`src/rtl/mv_seq_ctrl.sv`:
```
`default_nettype none
// ---------------------------------------------------------------------------
// mv_seq_ctrl : SPI command decoder, operand loader and PE-array sequencer
// Rev 1.0
// ---------------------------------------------------------------------------
module mv_seq_ctrl #(
  parameter int                   ADDR_SIZE = 10,
  parameter int                   WORD_SIZE = 16,
  parameter int                   PE_NUMBER = 64,
  parameter int                   MAX_COLS  = 64,
  parameter logic [ADDR_SIZE-1:0] MEM_BASE  = 'h00f,
  parameter logic [ADDR_SIZE-1:0] ZERO_ADDR = '1
) (
  input  logic                           clk,
  input  logic                           rst_n,
  input  logic                           cmd_valid,
  output logic                           cmd_ready,
  input  logic [WORD_SIZE-1:0]           cmd_data,
  output logic                           rsp_valid,
  input  logic                           rsp_ready,
  output logic [WORD_SIZE-1:0]           rsp_data,
  output logic                           mem_w_en,
  output logic [ADDR_SIZE-1:0]           mem_w_addr,
  output logic [WORD_SIZE-1:0]           mem_w_data,
  output logic                           mem_r_en,
  output logic [ADDR_SIZE-1:0]           mem_r_addr,
  input  logic [WORD_SIZE-1:0]           mem_r_data,
  output logic                           arr_clear,
  output logic [ADDR_SIZE-1:0]           vec_addr,
  output logic [PE_NUMBER*ADDR_SIZE-1:0] pe_addr,
  input  logic                           arr_res_valid,
  input  logic [WORD_SIZE-1:0]           arr_res_data,
  output logic                           busy
);

  localparam int AW2 = ADDR_SIZE + 2;

  typedef enum logic [3:0] {
    S_IDLE      = 4'd0,
    S_STATUS    = 4'd1,
    S_LOAD_VEC  = 4'd2,
    S_LOAD_MAT  = 4'd3,
    S_FETCH     = 4'd4,
    S_CAL_WAIT  = 4'd5,
    S_DRAIN     = 4'd6,
    S_READ_ADDR = 4'd7,
    S_READ_MEM  = 4'd8,
    S_READ_CAP  = 4'd9,
    S_READ_HOLD = 4'd10
  } state_t;

  state_t                 state_q, state_d;
  logic [7:0]             rows_q, rows_d, cols_q, cols_d;
  logic                   err_q, err_d, done_q, done_d;
  logic [15:0]            cnt_q, cnt_d;
  logic [8:0]             t_q, t_d;
  logic [7:0]             col_q, col_d;
  logic                   cmd_ready_q, cmd_ready_d;
  logic                   rsp_valid_q, rsp_valid_d;
  logic [WORD_SIZE-1:0]   rsp_data_q, rsp_data_d;
  logic                   mem_w_en_q, mem_w_en_d;
  logic [ADDR_SIZE-1:0]   mem_w_addr_q, mem_w_addr_d;
  logic [WORD_SIZE-1:0]   mem_w_data_q, mem_w_data_d;
  logic                   mem_r_en_q, mem_r_en_d;
  logic [ADDR_SIZE-1:0]   mem_r_addr_q, mem_r_addr_d;

  logic [AW2-1:0] w_rows, w_cols, w_t, w_base, w_mat_base, w_res_base, w_lane_base;
  logic [15:0]    w_total;
  logic [7:0]     w_tmax;
  logic [8:0]     w_span, w_t_nxt;
  logic [3:0]     w_op;
  logic           w_acc, w_fetch, w_lane_on;

  // Layout arithmetic is carried two bits wider than the address bus, then truncated
  assign w_rows      = AW2'(rows_q);
  assign w_cols      = AW2'(cols_q);
  assign w_t         = AW2'(t_q);
  assign w_base      = AW2'(MEM_BASE);
  assign w_mat_base  = w_base + w_rows;
  assign w_res_base  = w_mat_base + w_rows * w_cols;
  assign w_lane_base = w_mat_base + w_t * w_rows;
  assign w_total     = {8'd0, rows_q} * {8'd0, cols_q};
  assign w_tmax      = (rows_q > cols_q) ? rows_q : cols_q;
  assign w_span      = {1'b0, rows_q} + {1'b0, cols_q} - 9'd1;
  assign w_t_nxt     = t_q + 9'd1;
  assign w_op        = cmd_data[15:12];
  assign w_acc       = cmd_valid && cmd_ready_q;
  assign w_fetch     = (state_q == S_FETCH);
  assign w_lane_on   = w_fetch && (t_q < {1'b0, cols_q});

  assign busy       = state_q inside {S_FETCH, S_CAL_WAIT, S_DRAIN};
  assign arr_clear  = !busy;
  assign vec_addr   = (w_fetch && (t_q < {1'b0, rows_q})) ? ADDR_SIZE'(w_base + w_t) : ZERO_ADDR;
  assign cmd_ready  = cmd_ready_q;
  assign rsp_valid  = rsp_valid_q;
  assign rsp_data   = rsp_data_q;
  assign mem_w_en   = mem_w_en_q;
  assign mem_w_addr = mem_w_addr_q;
  assign mem_w_data = mem_w_data_q;
  assign mem_r_en   = mem_r_en_q;
  assign mem_r_addr = mem_r_addr_q;

  for (genvar i = 0; i < PE_NUMBER; i++) begin : g_lane
    assign pe_addr[i*ADDR_SIZE +: ADDR_SIZE] =
      (w_lane_on && (8'(i) < rows_q)) ? ADDR_SIZE'(w_lane_base + AW2'(i)) : ZERO_ADDR;
  end

  always_comb begin
    state_d      = state_q;
    rows_d       = rows_q;
    cols_d       = cols_q;
    err_d        = err_q;
    done_d       = done_q;
    cnt_d        = cnt_q;
    t_d          = t_q;
    col_d        = col_q;
    rsp_valid_d  = rsp_valid_q;
    rsp_data_d   = rsp_data_q;
    mem_w_en_d   = 1'b0;
    mem_w_addr_d = mem_w_addr_q;
    mem_w_data_d = mem_w_data_q;
    mem_r_en_d   = 1'b0;
    mem_r_addr_d = mem_r_addr_q;

    case (state_q)
      S_IDLE: begin
        if (w_acc) begin
          case (w_op)
            4'd1: begin
              if (cmd_data[7:0] == 8'd0 || int'(cmd_data[7:0]) > PE_NUMBER) err_d = 1'b1;
              else rows_d = cmd_data[7:0];
            end
            4'd2: begin
              if (cmd_data[7:0] == 8'd0 || int'(cmd_data[7:0]) > MAX_COLS) err_d = 1'b1;
              else cols_d = cmd_data[7:0];
            end
            4'd3: begin
              state_d = S_FETCH;
              done_d  = 1'b0;
              t_d     = 9'd0;
            end
            4'd4: begin
              state_d = S_LOAD_VEC;
              cnt_d   = 16'd0;
            end
            4'd5: begin
              state_d = S_LOAD_MAT;
              cnt_d   = 16'd0;
            end
            4'd6: begin
              if (done_q) begin
                state_d = S_READ_ADDR;
                col_d   = 8'd0;
              end else begin
                err_d = 1'b1;
              end
            end
            4'd7: begin
              // Snapshot err before clearing it so the reader sees the sticky flag once
              rsp_valid_d = 1'b1;
              rsp_data_d  = WORD_SIZE'({busy, done_q, err_q, 5'b0, rows_q});
              err_d       = 1'b0;
              state_d     = S_STATUS;
            end
            default: err_d = 1'b1;
          endcase
        end
      end

      S_STATUS: begin
        if (rsp_ready) begin
          rsp_valid_d = 1'b0;
          state_d     = S_IDLE;
        end
      end

      S_LOAD_VEC: begin
        if (w_acc) begin
          mem_w_en_d   = 1'b1;
          mem_w_addr_d = ADDR_SIZE'(w_base + AW2'(cnt_q));
          mem_w_data_d = cmd_data;
          cnt_d        = cnt_q + 16'd1;
          if (cnt_q + 16'd1 == {8'd0, rows_q}) begin
            state_d = S_IDLE;
            cnt_d   = 16'd0;
          end
        end
      end

      S_LOAD_MAT: begin
        if (w_acc) begin
          mem_w_en_d   = 1'b1;
          mem_w_addr_d = ADDR_SIZE'(w_mat_base + AW2'(cnt_q));
          mem_w_data_d = cmd_data;
          cnt_d        = cnt_q + 16'd1;
          if (cnt_q + 16'd1 == w_total) begin
            state_d = S_IDLE;
            cnt_d   = 16'd0;
          end
        end
      end

      S_FETCH: begin
        t_d = w_t_nxt;
        if (w_t_nxt == {1'b0, w_tmax}) begin
          // With a unit dimension the pipeline is already full when fetch ends
          col_d   = 8'd0;
          state_d = (w_t_nxt >= w_span) ? S_DRAIN : S_CAL_WAIT;
        end
      end

      S_CAL_WAIT: begin
        t_d = w_t_nxt;
        if (w_t_nxt >= w_span) begin
          col_d   = 8'd0;
          state_d = S_DRAIN;
        end
      end

      S_DRAIN: begin
        if (arr_res_valid) begin
          mem_w_en_d   = 1'b1;
          mem_w_addr_d = ADDR_SIZE'(w_res_base + AW2'(col_q));
          mem_w_data_d = arr_res_data;
          col_d        = col_q + 8'd1;
          if (col_q + 8'd1 == cols_q) begin
            done_d  = 1'b1;
            col_d   = 8'd0;
            t_d     = 9'd0;
            state_d = S_IDLE;
          end
        end
      end

      S_READ_ADDR: begin
        mem_r_en_d   = 1'b1;
        mem_r_addr_d = ADDR_SIZE'(w_res_base + AW2'(col_q));
        state_d      = S_READ_MEM;
      end

      S_READ_MEM: state_d = S_READ_CAP;

      S_READ_CAP: begin
        rsp_data_d  = mem_r_data;
        rsp_valid_d = 1'b1;
        state_d     = S_READ_HOLD;
      end

      S_READ_HOLD: begin
        if (rsp_ready) begin
          rsp_valid_d = 1'b0;
          if (col_q + 8'd1 == cols_q) begin
            col_d   = 8'd0;
            state_d = S_IDLE;
          end else begin
            col_d   = col_q + 8'd1;
            state_d = S_READ_ADDR;
          end
        end
      end

      default: state_d = S_IDLE;
    endcase

    cmd_ready_d = state_d inside {S_IDLE, S_LOAD_VEC, S_LOAD_MAT};
  end

  always_ff @(posedge clk or negedge rst_n) begin
    if (!rst_n) begin
      state_q      <= S_IDLE;
      rows_q       <= 8'd1;
      cols_q       <= 8'd1;
      err_q        <= 1'b0;
      done_q       <= 1'b0;
      cnt_q        <= 16'd0;
      t_q          <= 9'd0;
      col_q        <= 8'd0;
      cmd_ready_q  <= 1'b0;
      rsp_valid_q  <= 1'b0;
      rsp_data_q   <= '0;
      mem_w_en_q   <= 1'b0;
      mem_w_addr_q <= '0;
      mem_w_data_q <= '0;
      mem_r_en_q   <= 1'b0;
      mem_r_addr_q <= '0;
    end else begin
      state_q      <= state_d;
      rows_q       <= rows_d;
      cols_q       <= cols_d;
      err_q        <= err_d;
      done_q       <= done_d;
      cnt_q        <= cnt_d;
      t_q          <= t_d;
      col_q        <= col_d;
      cmd_ready_q  <= cmd_ready_d;
      rsp_valid_q  <= rsp_valid_d;
      rsp_data_q   <= rsp_data_d;
      mem_w_en_q   <= mem_w_en_d;
      mem_w_addr_q <= mem_w_addr_d;
      mem_w_data_q <= mem_w_data_d;
      mem_r_en_q   <= mem_r_en_d;
      mem_r_addr_q <= mem_r_addr_d;
    end
  end

endmodule
`default_nettype wire

```
`config.mk`:
```
export PLATFORM = sky130hd
export DESIGN_NAME = mv_seq_ctrl
export DESIGN_NICKNAME = d
export VERILOG_FILES = /design/src/rtl/mv_seq_ctrl.sv
export SDC_FILE = /design/constraint.sdc
export NUM_CORES = 1
export LEC_CHECK = 0
export ABC_AREA = 1
export BUFFER_PORTS_ARGS = -buffer_cell sky130_fd_sc_hd__buf_4
export CAP_MARGIN = 20
export CORE_AREA = 8 8 289 291
export CTS_CLUSTER_SIZE = 30
export DETAILED_ROUTE_END_ITERATION = 12
export DIE_AREA = 0 0 297 299
export GPL_TIMING_DRIVEN = 0
export HOLD_SLACK_MARGIN = 0.08
export PLACE_DENSITY_LB_ADDON = 0.15
export SETUP_SLACK_MARGIN = 0.4
export SLEW_MARGIN = 20
export SYNTH_ARGS = -nofsm -noshare
export SYNTH_HDL_FRONTEND = slang
export SYNTH_SLANG_ARGS = --single-unit
```
`constraint.sdc`:
```
create_clock -name clk -period 10.56 [get_ports clk]
set_input_delay 0 -clock clk [delete_from_list [all_inputs] [get_ports clk]]
set_output_delay 0 -clock clk [all_outputs]
set_load 0.02 [all_outputs]
```
==> metrics.md, run 1 <==
| Metric | Value |
|---|---|
| Status | `completed` |
| Clock root buffer | `clkbuf_16` |
| Die H | `approximately 300 µm` |
| Global-route wire length before repair | `around 230000 µm` |
| I/O pin cnt | `between 700 and 800` |
| Crit Path Max Fanout | `13` |
| Final count of hold timing violations | `0` |
| TritonCTS buffer count | `9` |
| Clock sinks | `approximately 110` |
| Synthesized area | `22450 µm²` |
| VDD IR max | `approximately 0.15 mV` |
| CP endpoint kind | `output pin` |
| Xor/xnor share of the synthesized area | `around 5.7%` |
| Worst-path clk slew | `approximately 0.080 ns` |
| Final HPWL DP | `between 100000 and 150000 µm` |
| Most used cell, CP | `inv_1` |
| Post-Synth Adder-Cell Area | `between 10% and 20%` |
| Largest buffer count on any clock path | `2` |
| Via count | `around 30000` |
| Share of cells above drive strength 1 | `a little under a quarter` |
| Min-delay worst type | `input port to flip-flop` |
| Vias per inst | `around 5.4` |
| Area grow syn2layout | `36.84%` |
| Worst slew pin tran | `around 1.4 ns` |
| Synth Area in Simple Gates | `37.23%` |
| Net Sw Power | `approximately 3.6 mW` |
| Total of max-cap violations | `0` |
| Setup Viol. Count Final | `0` |
| Power per standard cell area | `179.4 nW/µm²` |
| Die area | `around 89000 µm²` |
| Arrival time worst endpoint | `approximately 10 ns` |
| Library cells used by synthesis | `61` |
| Achievable Freq | `between 100 and 150 MHz` |
| IO buf count | `760` |
| H-tree depth | `3` |
| Comb power frac | `slightly below 80%` |
| Unrepaired setup endpoints after global routing | `false` |
| Power, Total | `between 5 and 6 mW` |
| Initial antenna violation count | `3` |
| Worst skew pair latency | `a little under 0.4 ns` |
| Nets | `between 4000 and 5000` |
| Post-synthesis mux area share | `0%` |
| Hold path start | `cmd_data[7]` |
| Worst EP required | `between 10 and 15 ns` |
| Setup TNS | `0 ns` |
| Die span in x | `297 µm` |
| Gpl congestion | `approximately 1.1` |
| Register area share after synthesis | `roughly an eighth` |
| Starting density of the core | `28.55%` |
| Hold Path End | `err_q$_DFFE_PN0P_` |
| Reg power frac | `13.3%` |
| Flops & latches, synth | `around 110` |
| Vias in the first global route | `~29000` |
| Critical path class | `flip-flop to output pin` |
| LEAKAGE | `approximately 14 nW` |
| Synth Instances | `between 3000 and 4000` |
| Most frequent cells in the layout | `1184 x nand2_1, 779 x buf_4, 520 x inv_1` |
| R2R depth | `29` |
| Avg Cell Area, Syn | `between 6 and 7 µm²` |
| Async SR Flop Fraction | `100.0%` |
| Syn nets | `roughly 4000` |
| Pin count of the biggest net entering global routing | `57` |
| Crit-path max cell delay | `~0.66 ns` |
| R2r setup slk | `3.54 ns` |
| DRT iter0 DRCs | `just over 3000` |
| WHS Path Cells | `5` |
| Skew final | `about 0.012 ns` |
| CTS tree | `yes` |
| WL final | `between 150000 and 200000 µm` |
| Largest family of logic cells by synthesized area | `simple AND/OR/NAND/NOR gates` |
| End of the worst register-to-register path | `cnt_q[12]$_DFFE_PN0P_` |
| Antenna cells | `0` |
| Compound-cell area share of the yosys netlist | `roughly an eighth` |
| Post-route ant nets | `0` |
| Total gr overflow | `0` |
| Clock power share | `7.4%` |
| Sw Share | `approximately 65%` |
| Commonest non-fill, non-tap cell in the layout | `nand2_1` |
| Crit path launch type | `flip-flop` |
| Main synth FF type | `dfrtp_1` |
| CP max stage cell | `fa_1` |
| Number of flops mapped to enable cells by yosys | `0` |
| Worst r2r src | `rows_q[0]$_DFFE_PN1P_` |
| Slew HR | `approximately 8.0%` |
| P_int | `approximately 1.9 mW` |
| GRT Util Overall | `between 30% and 40%` |
| FP Rows | `103` |
| Routed length per instance | `between 30 and 40 µm` |
| Tmin final | `between 9 and 10 ns` |
| Core area | `~79000 µm²` |
| Yosys warns | `0` |
| DRC viols | `0` |
| Period utilization | `between 90% and 100%` |
| Drt pass-1 iters | `8` |
| Slew Limit Fails | `0` |
==> metal layers <==
layer | global-route usage (%) | up-vias | routed length [µm] | part of all wire (%)
li1 | - | 13350 | - | -
met1 | 42.00 | 14550 | 63910 | 37
met2 | 58.33 | 1722 | 76220 | 45
met3 | 10.67 | 416 | 16910 | 9.9
met4 | 23.37 | 6 | 13600 | 8.0
met5 | 0 | - | 29 | 0.017
==> power by group through the flow <==
stage / Clock (mW) / Combinational [mW] / Sequential (mW)
after global placement: 0 / 4.12 / 0.731
final: 0.408 / 4.37 / 0.731
after global routing: 0.426 / 4.59 / 0.749
after floorplan: 0 / 2.26 / 0.805
after CTS: 0.417 / 4.23 / 0.728
after detailed placement: 0 / 4.13 / 0.734
==> synth_stat cells (17+ instances only) <==
cell | number | area [µm²]
fa_1 | 97 | 1942
a21oi_2 | 35 | 306.5
nor2_1 | 249 | 934.7
inv_2 | 28 | 105.1
a21oi_1 | 92 | 460.4
or2_2 | 35 | 219.0
nand2_1 | 1184 | 4444
nand4_1 | 25 | 156.4
xor2_1 | 112 | 980.9
buf_1 | 17 | 63.81
clkbuf_1 | 101 | 379.1
buf_4 | 20 | 150.1
nor3_1 | 17 | 85.08
dfrtp_1 | 109 | 2728
nand3_1 | 380 | 1902
buf_2 | 31 | 155.2
o21ai_1 | 18 | 90.09
o21ai_0 | 226 | 1131
a31oi_1 | 38 | 237.7
inv_1 | 520 | 1952
xnor2_1 | 33 | 289.0
ha_1 | 175 | 2190
==> state kept, by name, summed over array words and instances (netlist names) <==
signal / count
rows_q: 8
err_q: 1
mem_w_data: 16
rsp_valid: 1
mem_r_en: 1
cmd_ready: 1
cols_q: 8
cnt_q: 16
mem_w_addr: 10
state_q: 4
done_q: 1
mem_w_en: 1
col_q: 8
t_q: 9
rsp_data: 16
mem_r_addr: 10
==> area by class of cell <==
cell class              instances  area, µm²
clock inverters                 6      91.34
plain buffers                 176      845.8
multi-input cells            2871      16930
well taps                    1050       1314
clock buffers                  10      239.0
fillers                      8845      47900
inverters                     557       2096
flip-flops and latches        111       2781
repair buffers                827       6420
==> worst max-delay path: cells and delay by family (launching register included) <==
family	cells	cell delay, ns
and+or+nand+nor	4	1.23
DFF	1	0.59
xor gates and xnor gates	1	0.26
adders and majority gates	7	3.28
AOI/OAI and AO/OA	2	0.54
buffers and inverters	14	3.64
==> kinds of logic after synthesis <==
logic type	count (synthesis)
other	1
adder cells (fa/ha/maj)	272
XOR/XNOR	146
AND/OR/NAND/NOR	1965
AO/OA/AOI/OAI	487
flip-flops	111
buffers and inverters	733
==> through the flow <==
step           cells  worst slack (ns)  cell area, µm²  hold slack [ns]  util (%)
2_1_floorplan   3715             4.016           22450          -0.2956         -
3_3_place_gp    5525          -0.06991           29460           0.2090     37.48
3_5_place_dp    5530           0.04964           29730          -0.1375     37.82
5_1_grt         5608            0.4164           30710           0.1413     39.07
4_1_cts         5607            0.5860           30680          0.09479     39.03
6_report        5608            0.5846           30710          0.09973     39.07
==> worst max path at each step <==
stage	slack [ns]	cells past startpoint	from	endpoint
finish	0.58	28	rows_q[1]$_DFFE_PN0P_	pe_addr[617]
global route	0.42	28	rows_q[1]$_DFFE_PN0P_	pe_addr[617]
CTS	0.59	28	rows_q[1]$_DFFE_PN0P_	pe_addr[559]
detailed placement	0.05	28	rows_q[1]$_DFFE_PN0P_	pe_addr[559]
global placement	-0.07	28	rows_q[1]$_DFFE_PN0P_	pe_addr[559]
floorplan	4.02	27	rows_q[1]$_DFFE_PN0P_	pe_addr[559]
==> timing repair <==
item                       CTS  global route
setup buffers                0             0
hold buffers                61             0
hold endpoints to repair   122             0
gates resized for setup      4             2
setup endpoints to repair   45             2
No activity file was read; power rests on OpenSTA's default activity.
==> run 2, diff against run 1 <==
- CELL_PAD_IN_SITES_DETAIL_PLACEMENT: not set -> 1
- CELL_PAD_IN_SITES_GLOBAL_PLACEMENT: not set -> 1
- CORE_AREA: 8 8 289 291 -> 8 8 291 293
- DIE_AREA: 0 0 297 299 -> 0 0 299 301
==> run 2 against run 1 <==
Maximum frequency shrank 0.53%. Register-to-register slack lost 0.17 ns. Combinational power shrank 2%. Non-clock buffer count shrank 4. Final area shrank 0.36%. Wire length grew 0.52%. Count of clock-buffer cells in the layout is the same. Total power shrank 2.3%. Sequential cell count is the same. Sequential power grew 1%. Clock power shrank 14%. Largest cell class unchanged. Core utilization shrank 0.77 points.
==> metrics.md, run 2 (synthesis results as in run 1) <==
| Metric | Value |
|---|---|
| I/O pin cnt | `761 (unchanged)` |
| Routed length per instance | `30.56 µm (+0.43%)` |
| DRT iter0 DRCs | `2074 (-31%)` |
| Post-DP Area | `29740 µm² (about the same)` |
| Period utilization | `94.97% (+0.50 points)` |
| Vias in the first global route | `29970 (+4.5%)` |
| Post-route ant nets | `0 (unchanged)` |
| Share of cells above drive strength 1 | `22.95% (about the same)` |
| GRT Util Overall | `36.21% (-0.056 points)` |
| Status | `completed` |
| Unrepaired setup endpoints after global routing | `false` |
| H-tree depth | `3 (unchanged)` |
| Crit Path Max Fanout | `13 (unchanged)` |
| Setup ws final | `0.5314 ns (-0.05319 ns)` |
| Worst-path clk slew | `0.08 ns (about the same)` |
| Skew final | `0.007791 ns (-0.004372 ns)` |
| Initial antenna violation count | `1 (-2)` |
| Largest buffer count on any clock path | `2 (unchanged)` |
| Min-delay worst type | `input port to asynchronous set/reset pin` |
| Pin count of the biggest net entering global routing | `74 (+30%)` |
| CTS tree | `yes` |
| Highest metal used | `met5` |
| Achievable Freq | `99.71 MHz (-0.53%)` |
| Setup Viol. Count Final | `0 (unchanged)` |
| Total of max-cap violations | `0 (unchanged)` |
| Antenna cells | `0 (unchanged)` |
| Crit path launch type | `flip-flop` |
| Met2 Wirelength | `78680 µm (+3.2%)` |
| Slew Limit Fails | `0 (unchanged)` |
| Crit-path max cell delay | `0.83 ns (+0.17 ns)` |
| Global-route wire length before repair | `236100 µm (+1.5%)` |
| Die area | `90000 µm² (+1.3%)` |
| Die span in x | `299 µm (+0.67%)` |
| Worst skew pair latency | `0.38 ns (about the same)` |
| IO buf count | `760 (unchanged)` |
| Final count of hold timing violations | `0 (unchanged)` |
| Drt pass-1 iters | `5 (-3)` |
| Tmin final | `10.03 ns (+0.05319 ns)` |
| Via count | `29620 (-1.4%)` |
| LEAKAGE | `13.95 nW (-0.30%)` |
| Vias per inst | `5.276 (-1.5%)` |
| Worst EP required | `10.56 ns (about the same)` |
| Slew HR | `12.74% (+4.7 points)` |
| FP Rows | `104 (+0.97%)` |
| Met1 wire length | `65270 µm (+2.1%)` |
| Setup TNS | `0 ns (unchanged)` |
| Total gr overflow | `0 (unchanged)` |
| Most used cell, CP | `inv_1` |
| Core area | `79900 µm² (+1.6%)` |
| WL final | `171600 µm (+0.52%)` |
| CP max stage cell | `dfrtp_1` |
| Clock sinks | `111 (unchanged)` |
| Gpl congestion | `1.032 (-3.8%)` |
| TritonCTS buffer count | `9 (unchanged)` |
| CP endpoint kind | `output pin` |
| Arrival time worst endpoint | `10.03 ns (+0.05 ns)` |
| VDD IR max | `0.1369 mV (-6.5%)` |
| Commonest non-fill, non-tap cell in the layout | `nand2_1` |
| Power per standard cell area | `175.9 nW/µm² (-1.9%)` |
| Area grow syn2layout | `36.35%` |
| Starting density of the core | `28.09% (-0.46 points)` |
| Die H | `301 µm (+0.67%)` |
| Worst slew pin tran | `1.309 ns (-0.06601 ns)` |
| Final HPWL DP | `141300 µm (+0.91%)` |
| Nets | `4874 (-0.082%)` |
| Post-placement setup slack | `0.4607 ns (+0.4111 ns)` |
| Post-layout instance area | `30600 µm² (-0.36%)` |
| Clock root buffer | `clkbuf_16` |
| Fill cells | `10700 (+21%)` |
| Most frequent cells in the layout | `1184 x nand2_1, 779 x buf_4, 520 x inv_1` |
| DRC viols | `0 (unchanged)` |
| Met3 WL | `15670 µm (-7.3%)` |
| Critical path class | `flip-flop to output pin` |
[run 2: metal layers]
| layer | up-vias | track usage [%] |
|---|---|---|
| met5 | - | 0 |
| met4 | 2 | 20.88 |
| met3 | 360 | 10.46 |
| met2 | 1363 | 59.49 |
| met1 | 14570 | 41.93 |
| li1 | 13320 | - |
[run 2: path summary, 6_finish.rpt]
kind	from	end	slack, ns	cells after the start
max	rows_q[1]$_DFFE_PN0P_	pe_addr[597]	0.53	28
min	rst_n	rsp_data[8]$_DFFE_PN0P_	0.09	2
max reg2reg	rows_q[0]$_DFFE_PN1P_	cnt_q[9]$_DFFE_PN0P_	3.37	27
min reg2reg	mem_r_addr[5]$_DFFE_PN0P_	mem_r_addr[5]$_DFFE_PN0P_	0.49	2
max in group asynchronous	rst_n	cnt_q[12]$_DFFE_PN0P_	9.72	3
min in group clk	cmd_data[13]	err_q$_DFFE_PN0P_	0.12	4
[run 2: timing repair]
| action | 4_1_cts | 5_1_grt |
|---|---|---|
| resized for setup | 3 | 2 |
| gates cloned | 0 | 0 |
| hold buffers | 56 | 0 |
| setup endpoints to repair | 13 | 2 |
| setup buffers | 0 | 0 |
| endpoints found under the hold margin | 157 | 0 |
[run 2: power by group]
group	internal [mW]	total (mW)	leakage (nW)	switching, mW
combinational	1.14	4.29	12.4	3.15
sequential	0.580	0.740	1.40	0.160
clock	0.169	0.352	0.137	0.184
[run 2: final cells by class]
cell class                 count  area, µm²  area share (%)
buffer                       176      847.1           2.768
clock inverter                 5      41.29          0.1349
multi-input combinational   2871      16890           55.20
sequential                   111       2780           9.085
tap                         1060       1326           4.334
clock buffer                  10      239.0          0.7809
timing repair buffer         823       6380           20.85
inverter                     557       2096           6.848
[run 2: critical path, delay by kind of cell, from the launching register on]
family | cells | cell delay [ns]
and+or+nand+nor | 4 | 1.26
adders and majority gates | 7 | 3.30
AOI/OAI and AO/OA | 2 | 0.60
xor gates and xnor gates | 1 | 0.24
buffers and inverters | 14 | 3.39
DFF | 1 | 0.83
[run 2: stage by stage]
step / hold WS, ns / total power, mW / utilization [%] / std cells
finish: 0.09429 / 5.382 / 38.30 / 5613
global route: 0.1244 / 5.658 / 38.30 / 5613
CTS: 0.09932 / 5.283 / 38.28 / 5613
detailed placement: -0.04982 / 4.835 / 37.22 / 5542
global placement: 0.2106 / 4.773 / 36.89 / 5535
floorplan: -0.2956 / 3.069 / - / 3715
